`config.mk`:
```
export PLATFORM = sky130hd
export DESIGN_NAME = seg_display_scan
export DESIGN_NICKNAME = d
export VERILOG_FILES = /design/src/rtl/seg_display_scan.sv
export SDC_FILE = /design/constraint.sdc
export NUM_CORES = 1
export LEC_CHECK = 0
export ABC_AREA = 1
export CORE_ASPECT_RATIO = 0.5
export CORE_MARGIN = 2
export CORE_UTILIZATION = 51
export DETAILED_ROUTE_END_ITERATION = 8
export GPL_TIMING_DRIVEN = 1
export HOLD_SLACK_MARGIN = 0.02
export PLACE_DENSITY = 0.73
export SLEW_MARGIN = 10
export SYNTH_ARGS = -nofsm -noshare
export SYNTH_HDL_FRONTEND = slang
export SYNTH_SLANG_ARGS = --single-unit
export TNS_END_PERCENT = 30
```
`constraint.sdc`:
```
create_clock -name clk_out -period 4.1 [get_ports clk_out]
set_input_delay 0.82 -clock clk_out [delete_from_list [all_inputs] [get_ports clk_out]]
set_output_delay 0.82 -clock clk_out [all_outputs]
set_load 0.02 [all_outputs]
```
`src/rtl/seg_display_scan.sv`:
```
// Multiplexed seven-segment driver: a binary value is converted to BCD one bit per
// cycle (shift-add-3), then scanned right-aligned across NUM_DIGITS digits.
module seg_display_scan #(
  parameter int NUM_DIGITS   = 8,
  parameter int BIN_W        = 10,
  parameter int SCAN_DIV     = 30,
  parameter int BLINK_FRAMES = 64
) (
  input  logic                  clk_out,
  input  logic                  reset,
  input  logic                  load,
  input  logic [BIN_W-1:0]      value,
  output logic                  busy,
  input  logic [NUM_DIGITS-1:0] dp_mask,
  input  logic [NUM_DIGITS-1:0] blink_mask,
  input  logic                  lz_suppress,
  output logic [NUM_DIGITS-1:0] tub_sel,
  output logic [7:0]            tub_control1,
  output logic [7:0]            tub_control2
);

  localparam int BCD_W = 4 * NUM_DIGITS;
  localparam int IDX_W = $clog2(NUM_DIGITS);
  localparam int PRE_W = (SCAN_DIV > 1) ? $clog2(SCAN_DIV) : 1;
  localparam int FRM_W = (BLINK_FRAMES > 1) ? $clog2(BLINK_FRAMES) : 1;
  localparam int CNT_W = $clog2(BIN_W);

  localparam logic [PRE_W-1:0] PRE_LAST = PRE_W'(SCAN_DIV - 1);
  localparam logic [FRM_W-1:0] FRM_LAST = FRM_W'(BLINK_FRAMES - 1);
  localparam logic [IDX_W-1:0] IDX_LAST = IDX_W'(NUM_DIGITS - 1);
  localparam logic [IDX_W-1:0] IDX_HALF = IDX_W'(NUM_DIGITS / 2);
  localparam logic [CNT_W-1:0] CNT_LAST = CNT_W'(BIN_W - 1);

  typedef enum logic [0:0] {
    ST_IDLE  = 1'b0,
    ST_SHIFT = 1'b1
  } state_t;

  function automatic logic [BCD_W-1:0] add3_all(input logic [BCD_W-1:0] w);
    logic [BCD_W-1:0] r;
    r = w;
    for (int k = 0; k < NUM_DIGITS; k++) begin
      if (w[4*k +: 4] >= 4'd5) r[4*k +: 4] = w[4*k +: 4] + 4'd3;
      else                     r[4*k +: 4] = w[4*k +: 4];
    end
    return r;
  endfunction

  function automatic logic [7:0] seg7(input logic [3:0] d);
    logic [7:0] c;
    case (d)
      4'd0:    c = 8'h3F;
      4'd1:    c = 8'h06;
      4'd2:    c = 8'h5B;
      4'd3:    c = 8'h4F;
      4'd4:    c = 8'h66;
      4'd5:    c = 8'h6D;
      4'd6:    c = 8'h7D;
      4'd7:    c = 8'h07;
      4'd8:    c = 8'h7F;
      4'd9:    c = 8'h6F;
      default: c = 8'h00;
    endcase
    return c;
  endfunction

  state_t             state_q, state_d;
  logic [BIN_W-1:0]   shift_q;
  logic [BCD_W-1:0]   work_q;
  logic               ovf_work_q;
  logic [CNT_W-1:0]   cnt_q;
  logic [BCD_W-1:0]   disp_q;
  logic               ovf_q;
  logic [PRE_W-1:0]   pre_q;
  logic [IDX_W-1:0]   idx_q;
  logic [FRM_W-1:0]   frm_q;
  logic               phase_q;

  logic [BCD_W-1:0]   adj_s;
  logic [BCD_W-1:0]   step_s;
  logic               carry_s;
  logic               last_s;
  logic               pre_wrap_s;
  logic               idx_wrap_s;
  logic               any_nz_s;
  logic [NUM_DIGITS-1:0] sup_s;
  logic [IDX_W-1:0]   nib_idx_s;
  logic [3:0]         nib_s;
  logic               sup_sel_s;
  logic [7:0]         code_s;

  // Converter state register
  always_ff @(posedge clk_out or posedge reset) begin
    if (reset) state_q <= ST_IDLE;
    else       state_q <= state_d;
  end

  // Converter next state: one SHIFT cycle per input bit
  always_comb begin
    state_d = state_q;
    case (state_q)
      ST_IDLE: begin
        if (load) state_d = ST_SHIFT;
        else      state_d = ST_IDLE;
      end
      ST_SHIFT: begin
        if (cnt_q == CNT_LAST) state_d = ST_IDLE;
        else                   state_d = ST_SHIFT;
      end
      default: state_d = ST_IDLE;
    endcase
  end

  // Converter outputs
  always_comb begin
    busy = 1'b0;
    case (state_q)
      ST_SHIFT: busy = 1'b1;
      default:  busy = 1'b0;
    endcase
  end

  // One double-dabble step; the bit leaving the top nibble flags overflow
  always_comb begin
    adj_s              = add3_all(work_q);
    {carry_s, step_s}  = {adj_s, shift_q[BIN_W-1]};
    last_s             = (state_q == ST_SHIFT) && (cnt_q == CNT_LAST);
  end

  // Conversion datapath; the display register only changes on the final step
  always_ff @(posedge clk_out or posedge reset) begin
    if (reset) begin
      shift_q    <= '0;
      work_q     <= '0;
      ovf_work_q <= 1'b0;
      cnt_q      <= '0;
      disp_q     <= '0;
      ovf_q      <= 1'b0;
    end else begin
      case (state_q)
        ST_IDLE: begin
          if (load) begin
            shift_q    <= value;
            work_q     <= '0;
            ovf_work_q <= 1'b0;
            cnt_q      <= '0;
          end
        end
        ST_SHIFT: begin
          shift_q    <= shift_q << 1;
          work_q     <= step_s;
          ovf_work_q <= ovf_work_q | carry_s;
          cnt_q      <= cnt_q + CNT_W'(1);
          if (last_s) begin
            disp_q <= step_s;
            ovf_q  <= ovf_work_q | carry_s;
          end
        end
        default: ;
      endcase
    end
  end

  assign pre_wrap_s = (pre_q == PRE_LAST);
  assign idx_wrap_s = pre_wrap_s && (idx_q == IDX_LAST);

  // Scan prescaler, digit index, frame counter and blink phase
  always_ff @(posedge clk_out or posedge reset) begin
    if (reset) begin
      pre_q   <= '0;
      idx_q   <= '0;
      frm_q   <= '0;
      phase_q <= 1'b0;
    end else begin
      if (pre_wrap_s) pre_q <= '0;
      else            pre_q <= pre_q + PRE_W'(1);
      if (pre_wrap_s) begin
        if (idx_wrap_s) idx_q <= '0;
        else            idx_q <= idx_q + IDX_W'(1);
      end
      if (idx_wrap_s) begin
        if (frm_q == FRM_LAST) begin
          frm_q   <= '0;
          phase_q <= ~phase_q;
        end else begin
          frm_q <= frm_q + FRM_W'(1);
        end
      end
    end
  end

  // Leading-zero map: a nibble is blank while everything above it is zero
  always_comb begin
    any_nz_s = 1'b0;
    sup_s    = '0;
    for (int k = NUM_DIGITS - 1; k >= 0; k--) begin
      if (disp_q[4*k +: 4] != 4'd0) any_nz_s = 1'b1;
      else                          any_nz_s = any_nz_s;
      sup_s[k] = lz_suppress && !any_nz_s && (k != 0);
    end
  end

  // Code of the selected digit (digit i shows nibble NUM_DIGITS-1-i)
  always_comb begin
    nib_idx_s = IDX_LAST - idx_q;
    nib_s     = 4'd0;
    sup_sel_s = 1'b0;
    for (int k = 0; k < NUM_DIGITS; k++) begin
      if (IDX_W'(k) == nib_idx_s) begin
        nib_s     = disp_q[4*k +: 4];
        sup_sel_s = sup_s[k];
      end else begin
        nib_s     = nib_s;
        sup_sel_s = sup_sel_s;
      end
    end
    if (ovf_q)          code_s = 8'h40;
    else if (sup_sel_s) code_s = 8'h00;
    else                code_s = seg7(nib_s);
    code_s[7] = dp_mask[idx_q];
    if (blink_mask[idx_q] && phase_q) code_s = 8'h00;
    else                              code_s = code_s;
  end

  // Digit select and half-bank routing
  always_comb begin
    tub_sel        = '0;
    tub_sel[idx_q] = 1'b1;
    if (idx_q < IDX_HALF) begin
      tub_control1 = code_s;
      tub_control2 = 8'h00;
    end else begin
      tub_control1 = 8'h00;
      tub_control2 = code_s;
    end
  end

endmodule

```
# After elaboration in Yosys (flattened, before gate mapping)
# Memory sizes are Yosys's and may differ from the RTL's.
# Index checks and enable logic that the tools add are counted.
totals:
  ff_bits: 96
  romBits: 112
  output_inout_bits: 25
  wordCells: 135
  memories: 1
memory_table:
  columns: ["memory", "depth", "word_bits", "read_ports", "rd_ports_with_merged_regs", "wr", "line", "source"]
  rows:
  - ["(no name shown)", 16, 7, 1, 0, 0, "51", "case (d)"]
classes:
  addsub: 13
  order_cmp: 11
  eq_ne: 12
  n_mux: 56
  bitwise: 3
  n_reduce_logical: 28
op_table:
  columns: ["cell", "count"]
  rows:
  - ["two-way mux 4 bit", 17]
  - ["one-hot mux 32 bit (2 select lines)", 1]
  - ["adder 4 x 2 -> 4 bit (second input constant)", 8]
  - ["greater-or-equal comparator 4 x 3 -> 1 bit (second input constant)", 8]
  - ["two-way mux 32 bit", 1]
  - ["nonzero test 4 bit", 7]
  - ["two-way mux 8 bit", 3]
  - ["two-way mux 1 bit", 21]
  - ["one-hot mux 10 bit (2 select lines)", 1]
  - ["two-way mux 7 bit", 2]
  - ["equality test 3 bit (first input constant)", 4]
  - ["logical AND 1 bit", 11]
  - ["two-way mux 10 bit", 1]
  - ["one-hot mux 4 bit (2 select lines)", 1]
  - ["logical NOT 1 bit", 7]
  - ["adder 6 x 1 -> 6 bit (second input constant)", 1]
  - ["binary-select mux 1 bit (select 3 bit)", 2]
  - ["equality test 2 x 3 -> 1 bit (first input constant)", 2]
  - ["equality test 6 bit (second input constant)", 1]
  - ["two-way mux 6 bit", 1]
  - ["adder 5 x 1 -> 5 bit (second input constant)", 1]
  - ["equality test 5 bit (second input constant)", 1]
  - ["two-way mux 5 bit", 1]
  - ["adder 4 x 1 -> 4 bit (second input constant)", 1]
  - ["16 further kinds", 19]

# Longest topological paths before layout
# Gate-level depths: netlist (run 1).
logic_depth:
  ltp_word: 21
  mapped_depth: 21

# Worst setup path before layout (run 1)
# OpenSTA, ideal clock, no wires.
synth_path:
  path_kind: "reg2out"
  start: "register idx_q[0]"
  end: "output port tub_control1[3]"
  arrival_time_ns: 2.750
  t_required_ns: 3.280
  path_slack_ns: 0.530
  path_stages_with_launch: 17
  cell_sequence: "dfrtp_1 -> buf_4 -> inv_2 -> ha_1 -> nand2_4 -> nor2_1 -> a21oi_1 -> o21ai_0 -> nand3_1 -> o211ai_1 -> nand3_1 -> a22oi_1 -> inv_1 -> ha_1 -> o21ai_1 -> nor2_1 -> nor3_1"
synth_via:
  elab_chain_len: 15
  word_cells_on_any_way: 33
synth_lines:
  columns: ["item", "line", "source"]
  rows:
  - ["from (decl)", "75", "logic [IDX_W-1:0] idx_q;"]
  - ["from (signal assigned)", "179", "else idx_q <= idx_q + IDX_W'(1);"]
  - ["subtractor 3 bit", "205", "nib_idx_s = IDX_LAST - idx_q;"]
  - ["logical NOT 3 bit", "209", "if (IDX_W'(k) == nib_idx_s) begin"]
  - ["two-way mux 4 bit (8 in series)", "209", null]
  - ["memory read (16 x 7 bit)", null, null]
  - ["two-way mux 7 bit", "218", "else if (sup_sel_s) code_s = 8'h00;"]
  - ["two-way mux 7 bit", "217", "if (ovf_q) code_s = 8'h40;"]
  - ["two-way mux 8 bit", "221", "if (blink_mask[idx_q] && phase_q) code_s = 8'h00;"]
  - ["two-way mux 8 bit *", "229", "if (idx_q < IDX_HALF) begin"]
  - ["to (decl)", "18", "output logic [7:0] tub_control1,"]
# Every way passes the cells marked *; elsewhere a longest branch is shown, timed or not. The select of a mux whose other input is x is not followed.

# Worst setup path in the final report (run 1)
layout_path:
  start: "register idx_q[0]"
  end: "output port tub_control2[0]"
layout_via:
  elab_chain_len: 15
  word_cells_on_any_way: 33
layout_lines:
  columns: ["item", "line", "source"]
  rows:
  - ["subtractor 3 bit", "205", null]
  - ["logical NOT 3 bit", "209", null]
  - ["two-way mux 4 bit (8 in series)", "209", null]
  - ["memory read (16 x 7 bit)", null, null]
  - ["two-way mux 7 bit", "218", null]
  - ["two-way mux 7 bit", "217", null]
  - ["two-way mux 8 bit", "221", null]
  - ["two-way mux 8 bit *", "229", null]
  - ["to (decl)", "19", "output logic [7:0] tub_control2"]
# Marked as above.

==> impl_results.md, run 1 <==
- Worst Tran Pin Value: 0.816 ns
- Fin Setup TNS: 0 ns
- Clk_lat worst skew: approximately 0.34 ns
- Core Rows: 26
- Clk_skew: slightly above 0.005 ns
- Synthesized area: roughly 5400 um^2
- First-pass GRT wire length: ~21,000 um
- H-tree Lvls: 3
- Final ANT Viol Nets: 0
- Crit path required time: ~3.3 ns
- Max Slew Vio Count: 0
- Max Buffers Root-to-Sink: 2
- Static leakage power: between 3 and 4 nW
- Max_cap viols: 0
- Initial DRC Count: 297
- Startpoint Class: flop
- Ports: 55
- Vias in the first global route: 4,407
- Synth cell types: 44
- Die height: slightly below 80 um
- Flops & latches, synth: 96
- Critical setup path kind: flop to primary output
- Inserted Clock Buffers: 9
- Final hold violation count: 0
- Die width: 150 um
- Initial DRT Pass Iterations: 4
- Rel. slew slack: 0.456
- # clock sinks: 96
- Nets@finish: roughly 800
- Hold/Removal Path Class: flop to flop
- Layout cells sized above 1: 0.102
- Fin util: 0.626
- Status: complete, no violations
- Tot GR Track Use: 0.222
- P&R area growth vs syn: 18.2%
- Worst r2r dst: disp_q[2]
- Gpl congestion: roughly 0.89
- Postcts setup bufs: 0
- Drt total wl: ~12,000 um
- Area leader, netlist: dfrtp_1
- Maximum vdd drop: roughly 290 uV
- FF-to-FF path depth: 6
- Period utilization: 0.935
- Synth Instances: 674
- RSZ-0062 raised after global routing: no
- Initial Util: 0.529
- DR WL/cell: 13.4 um
- Root Driver: clkbuf_16
- Fmax: around 0.26 GHz
- DP Worst Slack: roughly 0.17 ns
- Die area: about 12,000 um^2
- Hold Path Cell Cnt: 2
- CTS tree: built
- Grt total ovfl: 0
- PwrDens: 661 nW/um^2
- Setup-failing EPs final: 0
- DR DRC count: 0
- Reg-to-reg setup timing slack: 1.79 ns
- IO buf count: 54
- Synth Net Count: roughly 740
- Hold endpoint: disp_q[6]
- Crit Path Max Fanout: 7
- DP HPWL: roughly 8500 um
- Post-synth top area share: 0.441
- Initial antenna violation count: 0
- Synth warn: 0
- Seq/Total Area, Yosys: 0.441
- Largest net degree at the start of global routing: 67
- Placeable Area: about 10,000 um^2
- Diodes inserted: 0
- Largest cells by area after synthesis: dfrtp_1 (44%), nand2_1 (11%), ha_1 (7.4%), o21ai_0 (6.8%), inv_1 (5.2%)
- Hold_sp: disp_q[6]
- CTS clock-pin slew for the worst setup and hold paths: ~0.070 ns
- Reg2reg start: state_q
- Via/cell ratio: around 5.3
- Via count: roughly 4,700
- WP data arrival: approximately 3 ns
- Tmin final: roughly 3.8 ns
- Critical Path End Type: primary output
- Final setup margin: between 0.2 and 0.3 ns
- Syn_area_per_cell: just over 8 um^2
## timing repair
| item | in CTS | in global routing |
|---|---|---|
| hold buffers | 0 | 0 |
| endpoints found under the setup margin | 12 | 14 |
| resized for setup | 13 | 32 |
| cloned | 0 | 0 |
| pin swaps | 0 | 0 |
## report_power, final
part / internal (mW) / total, mW / switching (mW)
combinational: 0.693 / 1.84 / 1.15
sequential: 1.32 / 1.61 / 0.285
clock: 0.434 / 0.802 / 0.369
total: 2.45 / 4.25 / 1.80
## final cells by class
type / count / area [um^2]
fillers: 897 / 3850
multi-input cells: 471 / 2630
flip-flops and latches: 96 / 2400
repair buffers: 66 / 608
inverters: 87 / 333
clock buffers: 11 / 243
well taps: 140 / 175
clock inverters: 5 / 40.0
## cells in the final DEF, fill, tap and decap left out, types with 4 or more instances in the layout
cell / instances
ha_2: 4
nor3_1: 18
inv_2: 6
nor2_1: 31
clkdlybuf4s50_1: 40
xor2_1: 9
or2_2: 7
nand3_1: 26
buf_4: 11
nand2_1: 162
o22ai_1: 34
nand2_4: 6
a211oi_1: 5
inv_1: 75
nand4_1: 4
o21ai_0: 74
a21oi_1: 19
clkbuf_16: 9
clkbuf_2: 7
dfrtp_1: 94
nor4_1: 11
ha_1: 28
## metrics by stage
step,std cells,hold slack [ns],area [um^2],power (mW)
after CTS,876,0.491,6430,4.26
after global routing,876,0.501,6430,4.66
final,876,0.485,6430,4.25
after floorplan,674,0.451,5440,2.92
after detailed placement,860,0.474,6160,3.48
after global placement,860,0.469,6160,3.41
## how the worst max path moves through the flow
| stage | depth (start not counted) | to | startpoint | slack (ns) |
|---|---|---|---|---|
| 3_5_place_dp | 16 | tub_control2[3] | idx_q[0] | 0.17 |
| 4_1_cts | 15 | tub_control1[2] | idx_q[0] | 0.03 |
| 5_1_grt | 19 | tub_control2[3] | idx_q[0] | 0.007 |
| 3_3_place_gp | 18 | tub_control2[6] | idx_q[0] | 0.25 |
| 6_report | 16 | tub_control2[0] | idx_q[0] | 0.27 |
| 2_1_floorplan | 16 | tub_control1[3] | idx_q[0] | 0.53 |
## flip-flops by register name, summed over array words and instances (netlist names)
signal      flops
disp_q         32
work_q         32
shift_q        10
frm_q           6
pre_q           5
cnt_q           4
idx_q           3
ovf_q           1
ovf_work_q      1
phase_q         1
state_q         1
## cell families after synthesis
kind of cell               synth area share
adders and majority gates            0.0736
xor gates and xnor gates             0.0193
buffers and inverters                0.0795
DFF                                   0.441
and+or+nand+nor                       0.233
AOI/OAI and AO/OA                     0.153
## worst max-delay path: stages, from the launching register on
cell           delay [ns]
dfrtp_2              0.45
inv_2                0.08
ha_2                 0.22
nand2_4              0.08
nor2_1               0.14
a21oi_1              0.05
o21ai_0              0.15
nand3_1              0.09
o211ai_1             0.08
nand3_1              0.12
a22oi_2              0.17
inv_1                0.09
ha_1                 0.18
o21ai_1              0.19
nor2_1               0.08
nor3_1               0.15
dlygate4sd2_1        0.35
## Yosys cell counts
library cell,number
nand2_1,162
dfrtp_1,96
inv_1,76
o21ai_0,74
o22ai_1,34
ha_1,32
nor2_1,31
nand3_1,26
a21oi_1,19
nor3_1,18
clkbuf_1,13
nor4_1,11
xor2_1,9
inv_2,7
or2_2,7
nand2_4,6
a211oi_1,5
nand4_1,4
a31oi_1,3
buf_1,3
clkinv_1,3
nand2_2,3
nor3_2,3
o211ai_1,3
o21ai_1,3
xnor2_1,3
a2111oi_0,2
a22oi_1,2
a21oi_2,1
a22o_1,1
and3_1,1
buf_12,1
buf_2,1
buf_4,1
buf_6,1
inv_4,1
nand3_2,1
nand3b_1,1
nand4_4,1
nor2_2,1
nor3b_1,1
o21ba_2,1
or2_0,1
or2_1,1
## metal layers
| layer | up-vias | track usage | part of all wire |
|---|---|---|---|
| met3 | 16 | 0.0488 | 0.058 |
| met5 | - | 0 | 0 |
| met1 | 2190 | 0.322 | 0.50 |
| met2 | 105 | 0.338 | 0.43 |
| met4 | 0 | 0.0547 | 0.011 |
| li1 | 2364 | - | - |
No activity file was read; power rests on OpenSTA's default activity.
==> run 2: changes to the inputs <==
Settings changed: RECOVER_POWER set to 25, SLEW_MARGIN 10 to 5.
==> run 2 against run 1 <==
The flow now finishes with violations (capacitance limit, slew limit). First-iteration DRC count unchanged. Critical path depth did not move. Critical endpoint unchanged. Fmax barely moved. Critical path type unchanged. Global-route usage did not move. Register-to-register slack got worse by 0.38 ns. Final cell count unchanged. Die area did not move. Sequential share of layout area is the same.
==> impl_results.md, run 2 (synthesized netlist as in run 1, its figures left out) <==
- Highest cell delay on the worst timing path: 0.45 ns (about the same)
- Via count: 4,676 (+0.021%)
- Final hold violation count: 0 (unchanged)
- RSZ-0062 raised after global routing: no
- Area of the multi-input gates: 2630 um^2 (unchanged)
- Worst Tran Pin Value: 2.08 ns (+1.26 ns)
- Most common cell after layout, fill and taps aside: nand2_1
- Worst Hold Margin: 0.485 ns (-0.00000200 ns)
- Clk_lat worst skew: 0.34 ns (about the same)
- H-tree Lvls: 3 (unchanged)
- Startpoint Class: flop
- Placeable Area: 10,300 um^2 (unchanged)
- Post-CTS Hold Buffers: 0 (unchanged)
- CTS clock-pin slew for the worst setup and hold paths: 0.07 ns (about the same)
- Inserted Clock Buffers: 9 (unchanged)
- Rel. slew slack: -0.391 (-0.847)
- Initial DRC Count: 297 (unchanged)
- Crit path required time: 3.28 ns (about the same)
- Placed Cells incl. Taps: 860 (unchanged)
- Largest registers: disp_q x32, work_q x32, shift_q x10
- Die height: 77.1 um (unchanged)
- Fin Setup TNS: 0 ns (unchanged)
- Fin util: 0.626 (unchanged)
- First-pass GRT wire length: 20,700 um (unchanged)
- DR DRC count: 0 (unchanged)
- Period utilization: 0.935 (about the same)
- Crit Path Max Fanout: 7 (unchanged)
- Critical Path End Type: primary output
- M1 GR Usage: 0.322 (unchanged)
- Die area: 11,600 um^2 (unchanged)
- GRT met2 Usage: 0.338 (unchanged)
- Initial Util: 0.529 (unchanged)
- Filler instances: 897 (unchanged)
- Largest net degree at the start of global routing: 67 (unchanged)
- Critical path, cell by cell: inv_2 > ha_2 > nand2_4 > nor2_1 > a21oi_1 > o21ai_0 > nand3_1 > o211ai_1 > nand3_1 > a22oi_2 > inv_1 > ha_1 > o21ai_1 > nor2_1 > nor3_1 > dlygate4sd2_1
- GRT met3 Usage: 0.0488 (unchanged)
- Root Driver: clkbuf_16
- GRT Max-Usage Layer: met2
- CP delay by family, top: simple AND/OR/NAND/NOR gates
- Commonest cells after routing, fill and taps aside: nand2_1 (162), dfrtp_1 (94), inv_1 (76), o21ai_0 (74), clkdlybuf4s50_1 (39)
- P&R area growth vs syn: 18.2% (unchanged)
- Clk_skew: 0.00512 ns (+0.0000108 ns)
- Layout Cells excl Fill: 876 (unchanged)
- PwrDens: 661 nW/um^2 (about the same)
- Sequential cell area: 2400 um^2 (unchanged)
- Status: complete, but fails checks
- Initial antenna violation count: 0 (unchanged)
- Overall power: 4.25 mW (about the same)
- Max Slew Vio Count: 44 (+44)
- Nets@finish: 793 (unchanged)
- Fmax: 0.261 GHz (about the same)
- # clock sinks: 96 (unchanged)
- Postcts setup bufs: 0 (unchanged)
- Ports: 55 (unchanged)
- Maximum vdd drop: 287 uV (-0.17%)
- Tmin final: 3.83 ns (-0.000119 ns)
- Slowest CP cell: dfrtp_2
- IO buf count: 54 (unchanged)
- Layout cells sized above 1: 0.101 (-0.00136)
- Via/cell ratio: 5.34 (about the same)
- Final ANT Viol Nets: 0 (unchanged)
- Vias in the first global route: 4,407 (unchanged)
- DP HPWL: 8460 um (unchanged)
- Max_cap viols: 1 (+1)
- Drt total wl: 11,700 um (-0.12%)
- Die width: 150 um (unchanged)
- WP data arrival: 3.01 ns (about the same)
- Setup-failing EPs final: 0 (unchanged)
- Core Rows: 26 (unchanged)
- CTS tree: built
- Critical setup path kind: flop to primary output
- Failing checks: capacitance limit, slew limit
- Max Buffers Root-to-Sink: 2 (unchanged)
- Gpl congestion: 0.887 (unchanged)
- Tot GR Track Use: 0.222 (unchanged)
- Static leakage power: 3.19 nW (about the same)
- Hold/Removal Path Class: flop to flop
- DR WL/cell: 13.3 um (-0.12%)
- Diodes inserted: 0 (unchanged)
- Grt total ovfl: 0 (unchanged)
- Buf+Inv Stages, Crit Path: 3 (unchanged)
- Initial DRT Pass Iterations: 5 (+1)
## run 2: cell types whose count changed in the layout (fill, tap and decap cells not counted), sizes merged
cell,previous run,this run
dlygate4sd3,0,1
clkinv,5,4
clkinvlp,2,3
clkdlybuf4s50,40,39
## run 2: power by group
group	total (mW)	switching (mW)	internal [mW]	leakage, nW
sequential	1.61	0.283	1.33	1.20
clock	0.801	0.368	0.434	0.134
combinational	1.84	1.15	0.694	1.86
## run 2: cell type report
class,count,area share
well taps,140,0.0272
clock inverters,5,0.00623
inverters,87,0.0518
flip-flops and latches,96,0.374
repair buffers,66,0.0946
clock buffers,11,0.0377
multi-input cells,471,0.409
## run 2: repair_timing
| action | CTS | global route |
|---|---|---|
| resized for setup | 13 | 32 |
| setup endpoints to repair | 12 | 14 |
| gates cloned | 0 | 0 |
## run 2: final timing paths
| path | start | slack (ns) | to | cells past startpoint |
|---|---|---|---|---|
| worst max-delay path | idx_q[0] | 0.27 | tub_control2[0] | 16 |
| worst min-delay path | disp_q[6] | 0.49 | disp_q[6] | 2 |
| worst max register to register | state_q | 1.41 | disp_q[2] | 6 |
| worst min register to register | disp_q[6] | 0.49 | disp_q[6] | 2 |
| max in group asynchronous | reset | 1.55 | idx_q[1] | 2 |
| min in group asynchronous | reset | 1.49 | shift_q[4] | 2 |
## run 2: routing by layer
metal,vias up,routed length (um)
met5,-,0
met4,0,129
met3,18,692
met2,108,4990
met1,2186,5870
li1,2364,-
## run 2: stage by stage
step	setup slack, ns	cell area, um^2
after global routing	0.00735	6430
after floorplan	0.530	5440
after global placement	0.253	6160
final	0.266	6430
after CTS	0.0344	6430
after detailed placement	0.174	6160
## run 2: tightest hold or removal path, cell delays in order, from the launching register on
cell,delay (ns)
dfrtp_1,0.34
nand2_1,0.05
o21ai_0,0.06
==> edit 1 (flow settings as in run 1) <==
Change the parameter `BIN_W` from 10 to 5.
--- a/src/rtl/seg_display_scan.sv
+++ b/src/rtl/seg_display_scan.sv
@@ -2,7 +2,7 @@
 // cycle (shift-add-3), then scanned right-aligned across NUM_DIGITS digits.
 module seg_display_scan #(
   parameter int NUM_DIGITS   = 8,
-  parameter int BIN_W        = 10,
+  parameter int BIN_W        = 5,
   parameter int SCAN_DIV     = 30,
   parameter int BLINK_FRAMES = 64
 ) (
Ports: changed (resized value); port bits go from 55 to 50. The function was not compared with the original's and may differ.
==> edit 1 against run 1 <==
  * Die area decreased by 5.5%
  * Routed wire length fell by 3.5%
  * Hold slack better by 0.0082 ns
  * Total power up 0.24%
  * Setup slack worse by 0.031 ns
  * Design area down 5.4%
  * Synthesized area is 5.7% lower
  * Utilization up 0.77 points
  * Sequential cell count fell by 6
  * Largest cell class unchanged
==> edit 1: results (changes against run 1) <==
{| class="wikitable"
! Metric !! Value
|-
| Area contributors post-synth || sky130_fd_sc_hd__dfrtp_1 (44%), sky130_fd_sc_hd__nand2_1 (12%), sky130_fd_sc_hd__ha_1 (7.8%)
|-
| Part of the total power dissipated in the clock network || 20.1% (+1.2 points)
|-
| Relative area of non-clock buffer cells in the final design || 8.87% (-0.59 points)
|-
| Vias in the first global route || 4093 (-7.1%)
|-
| Routed length per placed instance || 13.4 um (+0.45%)
|-
| Seq/Total Area, Yosys || 43.9% (-0.24 points)
|-
| Combinational group share of total power || 44.5% (+1.2 points)
|-
| Average via count per standard cell || 5.25 (-1.7%)
|-
| Met2 Track Usage GR || 36.0% (+2.2 points)
|-
| Setup skew after layout || 0.0110 ns (+0.00593 ns)
|-
| Power density relative to cell area || 701 nW/um^2 (+6.0%)
|-
| Placed instance area || 5800 um^2 (-5.8%)
|-
| Clock network contribution to total cell area || 5.14% (+0.75 points)
|-
| Layout multi-input combinational cell count || 450 (-4.5%)
|-
| Area share of fa/ha/maj cells after synthesis || 7.80% (+0.45 points)
|-
| First-iteration detailed-routing DRC count || 424 (+43%)
|-
| Net count after synthesis || 707 (-3.9%)
|-
| Status || finished clean
|-
| Layout-stage area growth over the synthesis result || 18.6%
|-
| Power spent charging and discharging nets || 1.83 mW (+1.8%)
|-
| Number of signal-net inverters in the final layout || 91 (+4.6%)
|-
| CORE AREA || 9600 um^2 (-6.6%)
|-
| IO Port Bufs || 49 (-9.3%)
|-
| Biggest regs || disp_q: 32 flops, work_q: 32 flops, frm_q: 6 flops
|-
| Placed instance count || 825 (-4.1%)
|-
| Largest stage delay, worst path || 0.43 ns (-0.02 ns)
|-
| Grt met3 use || 4.61% (-0.27 points)
|-
| Filler cell count || 833 (-7.1%)
|-
| Fraction of final layout cells sized beyond drive strength 1 || 9.19% (-1.0 points)
|-
| Buffers, non-clock || 60 (-9.1%)
|-
| Normalized max-slew margin || 29.9% (-16 points)
|-
| Leak pwr || 3.04 nW (-4.8%)
|-
| Final #Nets || 759 (-4.3%)
|-
| GRT Total Usage || 22.3% (+0.12 points)
|-
| Most numerous cell types in the synthesized netlist || sky130_fd_sc_hd__nand2_1 (159), sky130_fd_sc_hd__dfrtp_1 (90), sky130_fd_sc_hd__inv_1 (81), sky130_fd_sc_hd__o21ai_0 (71), sky130_fd_sc_hd__o22ai_1 (33)
|-
| Area fraction in compound gates after synthesis || 15.7% (+0.42 points)
|-
| Number of cells produced by synthesis || 650 (-3.6%)
|-
| FF+latch count, synth || 90 (-6.3%)
|-
| Post-synthesis share of cell area spent on xor and xnor gates || 2.05% (+0.12 points)
|-
| Data arrival time of the critical path || 3.04 ns (+0.03 ns)
|-
| Critical path peak fanout || 4 (-3)
|}
-- edit 1: cell types whose count changed after synthesis, moves of 5 or more --
cell                      delta
sky130_fd_sc_hd__dfrtp_1     -6
sky130_fd_sc_hd__nand2_4     -6
sky130_fd_sc_hd__inv_1       +5
sky130_fd_sc_hd__nor4_1      -5
-- edit 1: cell families after synthesis --
kind of cell | count (synthesis)
AND/OR/NAND/NOR | 263
AO/OA/AOI/OAI | 143
buffers and inverters | 110
flip-flops | 90
adder cells (fa/ha/maj) | 32
XOR/XNOR | 12
-- edit 1: worst paths after layout --
check	start	end	slack [ns]
max	idx_q[0]	tub_control1[6]	0.24
min	disp_q[4]	disp_q[4]	0.49
max reg2reg	state_q	disp_q[1]	2.00
min reg2reg	disp_q[4]	disp_q[4]	0.49
max in group asynchronous	reset	disp_q[2]	2.51
min in group asynchronous	reset	ovf_q	0.90
-- edit 1: timing repair --
item / CTS / global route
pin swaps: 0 / 1
setup buffers: 0 / 1
setup endpoints to repair: 14 / 14
gates resized for setup: 21 / 31
==> edit 2 (flow settings as in run 1) <==
Made on the original files. Register the inputs `load`, `value`, `dp_mask`, `blink_mask` and `lz_suppress` before use, without a reset. The logic sees them one clock later.
--- a/src/rtl/seg_display_scan.sv
+++ b/src/rtl/seg_display_scan.sv
@@ -36,6 +36,20 @@
     ST_SHIFT = 1'b1
   } state_t;
 
+  logic load_q;
+  logic [BIN_W-1:0] value_q;
+  logic [NUM_DIGITS-1:0] dp_mask_q;
+  logic [NUM_DIGITS-1:0] blink_mask_q;
+  logic lz_suppress_q;
+
+  always_ff @(posedge clk_out) begin
+    load_q        <= load;
+    value_q       <= value;
+    dp_mask_q     <= dp_mask;
+    blink_mask_q  <= blink_mask;
+    lz_suppress_q <= lz_suppress;
+  end
+
   function automatic logic [BCD_W-1:0] add3_all(input logic [BCD_W-1:0] w);
     logic [BCD_W-1:0] r;
     r = w;
@@ -100,7 +114,7 @@
     state_d = state_q;
     case (state_q)
       ST_IDLE: begin
-        if (load) state_d = ST_SHIFT;
+        if (load_q) state_d = ST_SHIFT;
         else      state_d = ST_IDLE;
       end
       ST_SHIFT: begin
@@ -139,8 +153,8 @@
     end else begin
       case (state_q)
         ST_IDLE: begin
-          if (load) begin
-            shift_q    <= value;
+          if (load_q) begin
+            shift_q    <= value_q;
             work_q     <= '0;
             ovf_work_q <= 1'b0;
             cnt_q      <= '0;
@@ -196,7 +210,7 @@
     for (int k = NUM_DIGITS - 1; k >= 0; k--) begin
       if (disp_q[4*k +: 4] != 4'd0) any_nz_s = 1'b1;
       else                          any_nz_s = any_nz_s;
-      sup_s[k] = lz_suppress && !any_nz_s && (k != 0);
+      sup_s[k] = lz_suppress_q && !any_nz_s && (k != 0);
     end
   end
 
@@ -217,8 +231,8 @@
     if (ovf_q)          code_s = 8'h40;
     else if (sup_sel_s) code_s = 8'h00;
     else                code_s = seg7(nib_s);
-    code_s[7] = dp_mask[idx_q];
-    if (blink_mask[idx_q] && phase_q) code_s = 8'h00;
+    code_s[7] = dp_mask_q[idx_q];
+    if (blink_mask_q[idx_q] && phase_q) code_s = 8'h00;
     else                              code_s = code_s;
   end
 
Behaviour: not the same (a bounded check fails within 4 cycles, from zero or initial values and one cycle with reset high).
==> edit 2 against run 1 <==
  * Fmax decreased by 0.39%
  * Total power rose by 25%
  * Utilization is 3.3 points higher
  * Routed wire length increased by 6.5%
  * Sequential cell count grew 28
  * Synthesized area up 10%
  * Setup slack got worse by 0.015 ns
  * Non-clock buffer count increased by 10
  * Combinational power up 9%
  * Design area rose by 15%
==> edit 2: results (changes against run 1) <==
{| class="wikitable"
! Metric !! Value
|-
| Placed instance area || 6800 um^2 (+10%)
|-
| Leak pwr || 3.59 nW (+13%)
|-
| CTS buffer count || 17 (+8)
|-
| Largest net degree at the start of global routing || 65 (-3.0%)
|-
| Worst R2R End || frm_q[4]
|-
| Slack of the worst reg-to-reg path || 2.15 ns (+0.36 ns)
|-
| Final #Nets || 847 (+6.8%)
|-
| Area contributors post-synth || sky130_fd_sc_hd__dfrtp_1 (40%), sky130_fd_sc_hd__nand2_1 (9.9%), sky130_fd_sc_hd__dfxtp_1 (9.3%)
|-
| Number of distinct standard cells referenced by the synthesized netlist || 42 (-4.5%)
|-
| Biggest regs || disp_q: 32 flops, work_q: 32 flops
|-
| Placed instance count || 922 (+7.2%)
|-
| First-iteration detailed-routing DRC count || 295 (-0.67%)
|-
| Average via count per standard cell || 5.22 (-2.2%)
|-
| Routed via count || 4988 (+6.7%)
|-
| Global-route wire length before repair || 21.2 mm (+2.4%)
|-
| Beginning of the worst hold path || value_q[5]
|-
| Endpoint, Worst Hold || shift_q[5]
|-
| Reg-to-reg startpoint || idx_q[0]
|-
| Largest stage delay, worst path || 0.47 ns (+0.02 ns)
|-
| Normalized max-slew margin || 60.3% (+15 points)
|-
| FF-to-FF path depth || 9 (+3)
|-
| Setup skew after layout || 0.0107 ns (+0.00559 ns)
|-
| Asr flop ratio synth || 77.4% (-23 points)
|-
| Status || finished clean
|-
| Number of H-tree levels || 4 (+1)
|-
| Clock latency of the later-clocked register in the worst-skew pair || 0.42 ns (+0.08 ns)
|-
| Worst hold slack || 0.435 ns (-0.0498 ns)
|-
| Vias in the first global route || 4577 (+3.9%)
|-
| Mean instance size in the synthesized netlist || 8.47 um^2 (+4.9%)
|-
| Filler cell count || 912 (+1.7%)
|}
-- edit 2: cells by family (layout without fill, tap and decap cells) --
group                    count (synthesis)  after routing  share of synthesized area [%]
AO/OA/AOI/OAI                          138            138                           13.1
XOR/XNOR                                13             13                           1.90
adder cells (fa/ha/maj)                 33             33                           6.87
buffers and inverters                  107            195                           7.25
flip-flops                             124            124                           49.3
AND/OR/NAND/NOR                        294            294                           21.6
-- edit 2: how the worst max path moves through the flow --
stage,from,end,slack [ns]
final,idx_q[0],tub_control1[5],0.25
after global routing,idx_q[0],tub_control1[3],-0.04
after CTS,idx_q[0],tub_control2[5],0.0004
after detailed placement,idx_q[0],tub_control2[5],-0.03
after global placement,idx_q[0],tub_control2[5],0.04
after floorplan,idx_q[0],tub_control2[5],0.33
-- edit 2: stage by stage --
step / setup slack (ns) / util [%] / power [mW]
2_1_floorplan: 0.331 / - / 3.29
3_3_place_gp: 0.0379 / 60.4 / 3.80
3_5_place_dp: -0.0288 / 60.4 / 3.88
4_1_cts: 0.000351 / 65.5 / 5.29
5_1_grt: -0.0391 / 65.8 / 5.72
6_report: 0.251 / 65.8 / 5.30
-- edit 2: power by group --
group          internal (mW)  switching [mW]  total [mW]
logic                  0.764            1.23        2.00
registers               1.61           0.272        1.88
clock network          0.804           0.621        1.43
-- edit 2: worst min-delay path, delay by kind of cell (launching register included) --
kind,cells,cell delay (ns)
flip-flops,1,0.31
AND/OR/NAND/NOR,2,0.10
-- edit 2: cell type report --
class | count | area, um^2 | area share, %
flip-flops and latches | 124 | 2970 | 40.0
multi-input cells | 478 | 2670 | 36.1
repair buffers | 76 | 666 | 8.99
clock buffers | 17 | 425 | 5.74
inverters | 87 | 335 | 4.53
well taps | 159 | 199 | 2.69
clock inverters | 15 | 145 | 1.96
-- edit 2: layer usage --
| metal | share of wire [%] | vias to the layer above | routed length, um | GRT usage, % |
|---|---|---|---|---|
| met5 | 0 | - | 0 | 0 |
| met4 | 0.75 | 0 | 93 | 6.55 |
| met2 | 45 | 113 | 5580 | 34.1 |
| met3 | 5.1 | 14 | 630 | 5.28 |
| li1 | - | 2522 | - | - |
| met1 | 49 | 2339 | 6160 | 28.5 |
-- edit 2: repair_timing --
action	in CTS	in global routing
pin swaps	0	7
setup buffers	0	2
endpoints found under the hold margin	0	0
endpoints found under the setup margin	14	14
gates resized for setup	25	52
